<file path="config.mk">
export PLATFORM = sky130hd
export DESIGN_NAME = stage4_mem_flat
export DESIGN_NICKNAME = d
export VERILOG_FILES = /design/src/rtl/stage4_mem_pkg.sv /design/src/rtl/stage4_mem_if.sv /design/src/rtl/ms_load_align.sv /design/src/rtl/stage4_mem.sv /design/src/flat_wrapper.sv
export SDC_FILE = /design/constraint.sdc
export NUM_CORES = 1
export LEC_CHECK = 0
export CAP_MARGIN = 20
export CORE_AREA = 5 5 196 198
export DETAILED_ROUTE_END_ITERATION = 6
export DIE_AREA = 0 0 201 203
export PLACE_DENSITY = 0.74
export SLEW_MARGIN = 20
export SYNTH_ARGS = -nofsm -noshare
export SYNTH_HDL_FRONTEND = slang
export SYNTH_SLANG_ARGS = --single-unit
</file>
<file path="constraint.sdc">
create_clock -name clk -period 4.9 [get_ports clk]
set_clock_uncertainty 0.05 [all_clocks]
set_input_delay 0.98 -clock clk [delete_from_list [all_inputs] [get_ports clk]]
set_output_delay 0.98 -clock clk [all_outputs]
set_load 0.1 [all_outputs]
</file>
<file path="src/rtl/stage4_mem_pkg.sv">
// Shared definitions for the memory-access stage: bus widths, ld_op encodings
// and the execute-to-memory payload layout.
package stage4_mem_pkg;

  localparam int unsigned WIDTH_ES_TO_MS_BUS = 211;
  localparam int unsigned WIDTH_MS_TO_WS_BUS = 204;
  localparam int unsigned WIDTH_MS_TO_DS_BUS = 56;

  // ld_op: bit 0 byte, bit 1 half, bit 2 zero-extend; all-zero is a word load.
  localparam logic [2:0] LDOP_W  = 3'b000;
  localparam logic [2:0] LDOP_B  = 3'b001;
  localparam logic [2:0] LDOP_H  = 3'b010;
  localparam logic [2:0] LDOP_BU = 3'b101;
  localparam logic [2:0] LDOP_HU = 3'b110;

  localparam int unsigned LDOP_BYTE_BIT = 0;
  localparam int unsigned LDOP_HALF_BIT = 1;
  localparam int unsigned LDOP_ZEXT_BIT = 2;

  // Execute-to-memory payload, MSB first.
  typedef struct packed {
    logic        mem_we;        // 210
    logic [31:0] vaddr;         // 209:178
    logic        has_int;       // 177
    logic        brk;           // 176
    logic        ale;           // 175
    logic        ine;           // 174
    logic        adef;          // 173
    logic [14:0] code;          // 172:158
    logic        syscall;       // 157
    logic [31:0] wvalue;        // 156:125
    logic        csr;           // 124
    logic        ertn;          // 123
    logic        csr_write;     // 122
    logic [31:0] wmask;         // 121:90
    logic [13:0] csr_num;       // 89:76
    logic [2:0]  ld_op;         // 75:73
    logic [1:0]  addr_lo;       // 72:71
    logic [31:0] result;        // 70:39
    logic [4:0]  dest;          // 38:34
    logic        res_from_mem;  // 33
    logic        gr_we;         // 32
    logic [31:0] pc;            // 31:0
  } es_bus_t;

endpackage

</file>
<file path="src/rtl/stage4_mem_if.sv">
// Handshake and bus signals around the memory-access stage.
// master: the surrounding pipeline and data SRAM; slave: the stage itself.
interface stage4_mem_if;

  logic                                          ws_allow_in;
  logic                                          ms_allow_in;
  logic                                          es_to_ms_valid;
  logic [stage4_mem_pkg::WIDTH_ES_TO_MS_BUS-1:0] es_to_ms_bus;
  logic                                          data_sram_req;
  logic                                          data_sram_addr_ok;
  logic                                          data_sram_data_ok;
  logic [31:0]                                   data_sram_rdata;
  logic                                          ms_to_ws_valid;
  logic [stage4_mem_pkg::WIDTH_MS_TO_WS_BUS-1:0] ms_to_ws_bus;
  logic [stage4_mem_pkg::WIDTH_MS_TO_DS_BUS-1:0] ms_to_ds_bus;
  logic                                          if_ms_has_int;

  modport master (
    output ws_allow_in, es_to_ms_valid, es_to_ms_bus, data_sram_req, data_sram_addr_ok,
           data_sram_data_ok, data_sram_rdata,
    input  ms_allow_in, ms_to_ws_valid, ms_to_ws_bus, ms_to_ds_bus, if_ms_has_int
  );

  modport slave (
    input  ws_allow_in, es_to_ms_valid, es_to_ms_bus, data_sram_req, data_sram_addr_ok,
           data_sram_data_ok, data_sram_rdata,
    output ms_allow_in, ms_to_ws_valid, ms_to_ws_bus, ms_to_ds_bus, if_ms_has_int
  );

endinterface

</file>
<file path="src/rtl/ms_load_align.sv">
// Selects the addressed byte/half of a load response and sign/zero-extends it.
module ms_load_align
  import stage4_mem_pkg::*;
(
  input  logic [31:0] rdata,
  input  logic [1:0]  addr_lo,
  input  logic [2:0]  ld_op,
  output logic [31:0] aligned
);

  logic [7:0]  byte_sel;
  logic [15:0] half_sel;
  logic        sext;

  // Lane select then extension; word loads pass through untouched.
  always_comb begin
    byte_sel = rdata[{addr_lo, 3'b000} +: 8];
    half_sel = addr_lo[1] ? rdata[31:16] : rdata[15:0];
    sext     = ~ld_op[LDOP_ZEXT_BIT];
    aligned  = rdata;
    if (ld_op[LDOP_BYTE_BIT]) begin
      aligned = {{24{sext & byte_sel[7]}}, byte_sel};
    end else if (ld_op[LDOP_HALF_BIT]) begin
      aligned = {{16{sext & half_sel[15]}}, half_sel};
    end
  end

endmodule

</file>
<file path="src/rtl/stage4_mem.sv">
// Memory-access pipeline stage: waits for data_sram responses, aligns load data,
// forwards the CSR/exception payload to writeback and hazard info to decode, and
// discards responses belonging to flushed requests.
// Optional: define MS_RDATA_BUF_EN to hold a response while writeback stalls.
module stage4_mem
  import stage4_mem_pkg::*;
#(
  parameter int unsigned CANCEL_W = 2
) (
  input  logic           clk,
  input  logic           reset,
  input  logic           ertn_flush,
  input  logic           wb_ex,
  stage4_mem_if.slave    ms
);

  localparam int unsigned       SUM_W   = CANCEL_W + 2;
  localparam logic [SUM_W-1:0]  CNT_MAX = SUM_W'((1 << CANCEL_W) - 1);

  logic                flush;
  logic                ms_valid_q, ms_valid_d;
  es_bus_t             bus_q, bus_d;
  logic [CANCEL_W-1:0] cancel_cnt_q, cancel_cnt_d;
  logic                exc_any, req_issued, data_ok_live, resp_here;
  logic                ms_ready_go, ms_allow_in, ms_to_ws_valid, ld_wait;
  logic [31:0]         mem_rdata, aligned, final_result;
  logic [1:0]          cnt_inc;
  logic                cnt_dec;
  logic [SUM_W-1:0]    cnt_sum;

  assign flush        = ertn_flush | wb_ex;
  assign exc_any      = bus_q.adef | bus_q.ine | bus_q.ale | bus_q.brk | bus_q.syscall |
                        bus_q.ertn | bus_q.has_int;
  // Faulting instructions never reached the SRAM, so they never wait.
  assign req_issued   = (bus_q.mem_we | bus_q.res_from_mem) & ~exc_any;
  // While cancels are outstanding, any response belongs to a flushed request.
  assign data_ok_live = ms.data_sram_data_ok & (cancel_cnt_q == '0);

`ifdef MS_RDATA_BUF_EN
  logic        rdata_buf_v_q, rdata_buf_v_d;
  logic [31:0] rdata_buf_q, rdata_buf_d;

  // Hold an accepted response until writeback takes the instruction.
  always_comb begin
    rdata_buf_v_d = rdata_buf_v_q;
    rdata_buf_d   = rdata_buf_q;
    if (flush || (ms_to_ws_valid && ms.ws_allow_in)) begin
      rdata_buf_v_d = 1'b0;
    end else if (ms_valid_q && req_issued && data_ok_live && !ms.ws_allow_in) begin
      rdata_buf_v_d = 1'b1;
      rdata_buf_d   = ms.data_sram_rdata;
    end
  end

  // Response buffer registers.
  always_ff @(posedge clk) begin
    if (reset) begin
      rdata_buf_v_q <= 1'b0;
      rdata_buf_q   <= '0;
    end else begin
      rdata_buf_v_q <= rdata_buf_v_d;
      rdata_buf_q   <= rdata_buf_d;
    end
  end

  assign resp_here = data_ok_live | rdata_buf_v_q;
  assign mem_rdata = rdata_buf_v_q ? rdata_buf_q : ms.data_sram_rdata;
`else
  assign resp_here = data_ok_live;
  assign mem_rdata = ms.data_sram_rdata;

  // With no buffer the response is lost unless writeback takes it at once.
  assert property (@(posedge clk) disable iff (reset)
    (ms_valid_q && req_issued && data_ok_live) |-> ms.ws_allow_in);
`endif

  assign ms_ready_go    = ~req_issued | resp_here;
  assign ms_allow_in    = ~ms_valid_q | (ms_ready_go & ms.ws_allow_in);
  assign ms_to_ws_valid = ms_valid_q & ms_ready_go;
  assign ld_wait        = ms_valid_q & bus_q.res_from_mem & ~ms_ready_go;

  ms_load_align u_load_align (
    .rdata   (mem_rdata),
    .addr_lo (bus_q.addr_lo),
    .ld_op   (bus_q.ld_op),
    .aligned (aligned)
  );

  assign final_result = bus_q.res_from_mem ? aligned : bus_q.result;

  // Pipeline valid and payload: flush wins over a new acceptance.
  always_comb begin
    ms_valid_d = ms_valid_q;
    bus_d      = bus_q;
    if (flush) begin
      ms_valid_d = 1'b0;
      bus_d      = '0;
    end else if (ms_allow_in) begin
      ms_valid_d = ms.es_to_ms_valid;
      if (ms.es_to_ms_valid) begin
        bus_d = es_bus_t'(ms.es_to_ms_bus);
      end
    end
  end

  // Count in-flight requests orphaned by a flush; each later response retires one.
  always_comb begin
    cnt_inc = 2'b00;
    if (flush) begin
      cnt_inc = 2'(ms_valid_q & req_issued & ~resp_here) +
                2'(ms.data_sram_req & ms.data_sram_addr_ok);
    end
    cnt_dec      = ms.data_sram_data_ok & (cancel_cnt_q != '0);
    cnt_sum      = SUM_W'(cancel_cnt_q) + SUM_W'(cnt_inc) - SUM_W'(cnt_dec);
    cancel_cnt_d = (cnt_sum > CNT_MAX) ? CNT_MAX[CANCEL_W-1:0] : cnt_sum[CANCEL_W-1:0];
  end

  // Stage state registers.
  always_ff @(posedge clk) begin
    if (reset) begin
      ms_valid_q   <= 1'b0;
      bus_q        <= '0;
      cancel_cnt_q <= '0;
    end else begin
      ms_valid_q   <= ms_valid_d;
      bus_q        <= bus_d;
      cancel_cnt_q <= cancel_cnt_d;
    end
  end

  assign ms.ms_allow_in    = ms_allow_in;
  assign ms.ms_to_ws_valid = ms_to_ws_valid;
  assign ms.ms_to_ws_bus   = {bus_q.vaddr,
                              bus_q.has_int, bus_q.brk, bus_q.ale, bus_q.ine, bus_q.adef,
                              bus_q.code, bus_q.syscall, bus_q.wvalue, bus_q.csr, bus_q.ertn,
                              bus_q.csr_write, bus_q.wmask, bus_q.csr_num,
                              final_result, bus_q.dest, bus_q.gr_we, bus_q.pc};
  assign ms.ms_to_ds_bus   = {ms_valid_q, bus_q.gr_we, bus_q.dest, ld_wait, final_result,
                              bus_q.csr_write, bus_q.csr_num, bus_q.csr};
  assign ms.if_ms_has_int  = ms_valid_q & exc_any;

endmodule

</file>
<file path="src/flat_wrapper.sv">
// flat-port wrapper written by rule: the top's interface ports become plain ports
module stage4_mem_flat import stage4_mem_pkg::*;
#(
  parameter int unsigned CANCEL_W = 2
)
  (clk, reset, ertn_flush, wb_ex, ms_ws_allow_in, ms_es_to_ms_valid, ms_es_to_ms_bus, ms_data_sram_req, ms_data_sram_addr_ok, ms_data_sram_data_ok, ms_data_sram_rdata, ms_ms_allow_in, ms_ms_to_ws_valid, ms_ms_to_ws_bus, ms_ms_to_ds_bus, ms_if_ms_has_int);
  stage4_mem_if ms_i ();
  input  logic clk;
  input  logic reset;
  input  logic ertn_flush;
  input  logic wb_ex;
  input wire logic [$bits(ms_i.ws_allow_in)-1:0] ms_ws_allow_in;
  input wire logic [$bits(ms_i.es_to_ms_valid)-1:0] ms_es_to_ms_valid;
  input wire logic [$bits(ms_i.es_to_ms_bus)-1:0] ms_es_to_ms_bus;
  input wire logic [$bits(ms_i.data_sram_req)-1:0] ms_data_sram_req;
  input wire logic [$bits(ms_i.data_sram_addr_ok)-1:0] ms_data_sram_addr_ok;
  input wire logic [$bits(ms_i.data_sram_data_ok)-1:0] ms_data_sram_data_ok;
  input wire logic [$bits(ms_i.data_sram_rdata)-1:0] ms_data_sram_rdata;
  output wire logic [$bits(ms_i.ms_allow_in)-1:0] ms_ms_allow_in;
  output wire logic [$bits(ms_i.ms_to_ws_valid)-1:0] ms_ms_to_ws_valid;
  output wire logic [$bits(ms_i.ms_to_ws_bus)-1:0] ms_ms_to_ws_bus;
  output wire logic [$bits(ms_i.ms_to_ds_bus)-1:0] ms_ms_to_ds_bus;
  output wire logic [$bits(ms_i.if_ms_has_int)-1:0] ms_if_ms_has_int;
  assign ms_i.ws_allow_in = ms_ws_allow_in;
  assign ms_i.es_to_ms_valid = ms_es_to_ms_valid;
  assign ms_i.es_to_ms_bus = ms_es_to_ms_bus;
  assign ms_i.data_sram_req = ms_data_sram_req;
  assign ms_i.data_sram_addr_ok = ms_data_sram_addr_ok;
  assign ms_i.data_sram_data_ok = ms_data_sram_data_ok;
  assign ms_i.data_sram_rdata = ms_data_sram_rdata;
  assign ms_ms_allow_in = ms_i.ms_allow_in;
  assign ms_ms_to_ws_valid = ms_i.ms_to_ws_valid;
  assign ms_ms_to_ws_bus = ms_i.ms_to_ws_bus;
  assign ms_ms_to_ds_bus = ms_i.ms_to_ds_bus;
  assign ms_if_ms_has_int = ms_i.if_ms_has_int;
  stage4_mem #(.CANCEL_W(CANCEL_W)) u_core (.clk(clk), .reset(reset), .ertn_flush(ertn_flush), .wb_ex(wb_ex), .ms(ms_i));
endmodule
</file>
# Yosys cells after proc, flatten, opt, wreduce, memory -nomap -nowiden
# Index checks and enable logic that the tools add are counted.
totals:
  register_bits: 214
  inputBits: 252
classes:
  n_lt_le_gt_ge: 1
  addsub: 3
  bitwise_logic: 29
  reduce_logical: 4
  muxes: 6
  shifts: 1
ops:
  columns: ["op", "n"]
  rows:
  - ["$mux 32", 3]
  - ["$shiftx 32x6->8", 1]
  - ["$mux 16", 1]
  - ["$and 1x1->1", 12]
  - ["$or 1x1->1", 10]
  - ["$not 1->1", 5]
  - ["$gt 4x2->1 const B", 1]
  - ["$mux 2", 2]
  - ["$sub 4x1->4", 1]
  - ["$add 2x2->3", 1]
  - ["$add 2x2->2", 1]
  - ["$and 2x2->2", 1]
  - ["$logic_not 2->1", 1]
  - ["$not 1->2", 1]
  - ["$reduce_and 2->1", 1]
  - ["$reduce_bool 2->1", 1]
  - ["$reduce_or 2->1", 1]

# Logic depth before layout (Yosys ltp)
depth:
  depth_word: 16
  mapped_depth: 13

# Hierarchy
# From an unflattened synthesis, not the netlist that was laid out.
unflattened:
  hier_cells: 1329
  hier_area_um2: 11572.3
modules_own_cells:
  columns: ["mod", "seq_area_each_um2", "n_inst", "cells_per_inst", "area_each_um2"]
  rows:
  - ["stage4_mem", 4284.1, 1, 1219, 10770.3]
  - ["ms_load_align", 0.0, 1, 110, 802.0]

# Worst setup path after synthesis
# No wires, ideal clock.
synth_timing:
  kind: "in2out"
  startpoint: "input port ms_data_sram_rdata[31]"
  endpoint: "output port ms_ms_to_ws_bus[49]"
  arrival_time_ps: 3062
  path_slack_ps: 808
  t_required_ps: 3870
  cell_stages: 6
  n_path_buf: 2
  cell_sequence: "mux2_2 mux2i_1 o21ai_1 clkbuf_1 o22a_1 buf_4"
synth_via:
  elab_chain_cells: 4
synth_lines:
  columns: ["element", "line", "rtl"]
  rows:
  - ["from (decl)", "flat_wrapper.sv:18", "input wire logic [$bits(ms_i.data_sram_rdata)-1:0] ms_data_sram_rdata;"]
  - ["$shiftx 32x6->8", "ms_load_align.sv:17", "byte_sel = rdata[{addr_lo, 3'b000} +: 8];"]
  - ["$and 1x1->1", "ms_load_align.sv:22", "aligned = {{24{sext & byte_sel[7]}}, byte_sel};"]
  - ["$mux 32", "ms_load_align.sv:21", "if (ld_op[LDOP_BYTE_BIT]) begin"]
  - ["$mux 32", "stage4_mem.sv:89", "assign final_result = bus_q.res_from_mem ? aligned : bus_q.result;"]
  - ["to (decl)", "flat_wrapper.sv:21", "output wire logic [$bits(ms_i.ms_to_ws_bus)-1:0] ms_ms_to_ws_bus;"]
# Every way passes these cells.

# Worst setup path in the final report
layout_timing:
  startpoint: "input port ms_data_sram_rdata[23]"
  endpoint: "output port ms_ms_to_ws_bus[66]"
# Same word-level chain as after synthesis.

==> results.md <==
- TNS Setup: 0 ps
- CP Data Required Time: 3870 ps
- CTS Buffer Depth: 3
- Core ar.: 36300 um2
- Hold buffer count at cts: 0
- FF-to-FF setup slack: ~1700 ps
- Synth async-reset ratio: 0%
- Sequential share of the synthesized area: 37.6%
- Post-layout min period: roughly 4300 ps
- Max_cap viols: 0
- Initial antenna violation count: 1
- Post-DRT Antenna Nets: 0
- Vias/cell: around 4.5
- Gr ovfl total: 0
- Share of cells above drive strength 1: between 10% and 20%
- Die Ht: 203 um
- EDFF count, synth: 0
- Fin Hold WS: ~400 ps
- CP max FO: 16
- Cell Rows: 70
- CTS Root Cell: clkbuf_16
- Critical Path Max Stage Delay: 550 ps
- Max-slew violations: 0
- Synth top area share: 37.6%
- Type of origin of the critical path: input port
- FF+latch area: 4280 um2
- Vias: about 9300
- Worst slew margin: 28.5%
- Period utilization: 87.1%
- Overall global routing resource usage: 16.1%
- CTS Sinks: 214
- First-pass GRT wire length: 53.5 mm
- Area Growth Syn to Fin: 45.5%
- Outcome: finished clean
- Final setup vio count: 0
- Largest cells by area after synthesis: dfxtp_1 38%, mux2i_1 19%, buf_4 15%, nand2_1 15%, clkbuf_1 2.1%
- Worst-skew pair later-pin latency: between 500 and 600 ps
- Vias in the first global route: 9572
- Avg WL per Cell: approximately 17 um
- I/O Pins: approximately 520
- Cell variety after synth: 32
- Leak: around 6.5 nW
- Number of diodes: 0
- Most frequent cells after synthesis: 447 x nand2_1, 228 x buf_4, 221 x mux2i_1, 214 x dfxtp_1, 64 x clkbuf_1
- Initial Util: 31.3%
- Type of the worst min-delay path: flip-flop to flip-flop
- WS Path Type: input port to output pin
- Post-CTS Setup Inserts: 0
- Critical path cell sequence: clkdlybuf4s50_1, mux2_2, mux2i_1, o21ai_1, buf_4, o22a_1, buf_12
- Top_reg_cell synth: dfxtp_1
- DRC viols: 0
- Cell accounting for the most synthesized area: dfxtp_1
- Dpl cell area: ~16000 um2
- Crit end category: output pin
- PD cells: 286 nW/um2
- H-tree levels: 1
- Full die area: approximately 40000 um2
- CTS resizes: 0
- Area of the multi-input gates: 4910 um2
- Post-route cell area: 16600 um2
- Fmax: 234 MHz
- CTS Buf Count: 26
- Worst Max-Slew Pin Slew: 1070 ps
- Filler cells: roughly 3400
- Data arrival, critical path: 3240 ps
- Gpl congestion: 0.921
- Mapped Cells: 1322
- Most common cell in the netlist: nand2_1
- CTS clk-pin slew, worst paths: 60 ps
- Port bufs: 514
- Post-Syn Area: 11400 um2
- Bufs and invs on worst path: 3
- Final HPWL DP: 27.2 mm
- Final hold violation count: 0
- #FFs+latches synth: around 210
- Cell family with most CP delay: buffers and inverters
- VDD IR-drop max: about 0.00024 V
- Net count after synthesis: 1579
- Largest net degree at the start of global routing: roughly 110
- Crit-path slowest cell: o21ai_1
- Syn. warnings: 0
- Fin nets: approximately 1800
- Initial DRT Pass Iterations: 5
- First DRT Iteration DRCs: 385
- Final WL: 34.9 mm
- CTS tree: built
- Syn avg cell area: between 8 and 9 um2
- Power after layout: 4.73 mW
- RSZ-0062 raised after global routing: false
- Die X-Extent: 201 um
==> placed cells by master (no fill, tap or decap), types with 10 or more instances in the layout <==
master	Yosys	routed
dfxtp_1	214	214
nand2_1	447	447
buf_12	0	53
clkdlybuf4s50_1	0	447
o22a_1	24	24
mux2_2	10	10
clkbuf_16	0	27
mux2i_1	221	221
a21oi_1	27	27
buf_4	228	52
nand2b_1	17	17
==> sequential cells by signal (all words and copies together) (netlist names) <==
name and flops:
u_core.ms.ms_to_ds_bus 22, u_core.bus_q 39, u_core.ms.ms_to_ws_bus 150, u_core.cancel_cnt_q 2, u_core.ms_valid_q 1
==> area by class of cell <==
cell class,instances,share of cell area (%)
multi-input cells,788,29.6
flip-flops and latches,214,25.9
clock buffers,36,4.52
clock inverters,9,0.627
inverters,3,0.0680
well taps,468,3.53
repair buffers,552,35.8
==> worst reg2reg max path, stage by stage (launching register included) <==
cell and delay [ps]:
dfxtp_1 320, or4_4 570, nor4_1 480, and2_1 200, ha_1 220, o21a_1 110, ha_1 170, inv_1 60
fa_1 430, ha_1 220, mux2i_1 210, a21oi_1 100
==> routing by layer <==
layer	up-vias	wire, um	GRT usage, %
li1	4580	-	-
met1	4300	13700	18.7
met2	377	17200	28.4
met3	59	2970	5.10
met4	2	974	5.19
met5	-	13	0
==> cell families after synthesis <==
family | share of synthesized area (%)
adders and majority gates | 0.615
and+or+nand+nor | 16.5
muxes | 21.8
AOI/OAI and AO/OA | 4.00
DFF | 37.6
buffers and inverters | 19.5
==> where the power goes <==
part | leakage (nW) | internal, mW | switching [mW]
clock | 0.421 | 1.17 | 0.747
sequential | 1.73 | 1.78 | 0.0272
combinational | 4.32 | 0.412 | 0.596
==> path summary, 6_finish.rpt <==
check	cells past startpoint	start	endpoint
max	7	ms_data_sram_rdata[23]	ms_ms_to_ws_bus[66]
min	2	u_core.ms.ms_to_ws_bus[128]	u_core.ms.ms_to_ws_bus[128]
max reg2reg	11	u_core.ms.ms_to_ws_bus[168]	u_core.cancel_cnt_q[0]
min reg2reg	2	u_core.ms.ms_to_ws_bus[128]	u_core.ms.ms_to_ws_bus[128]
==> stage by stage <==
stage	util, %	cells	worst slack (ps)
after floorplan	-	1322	808
after global placement	43.2	2025	699
after detailed placement	43.2	2025	655
after CTS	45.6	2070	642
after global routing	45.6	2070	502
final	45.6	2070	634
No activity file was read; power rests on OpenSTA's default activity.
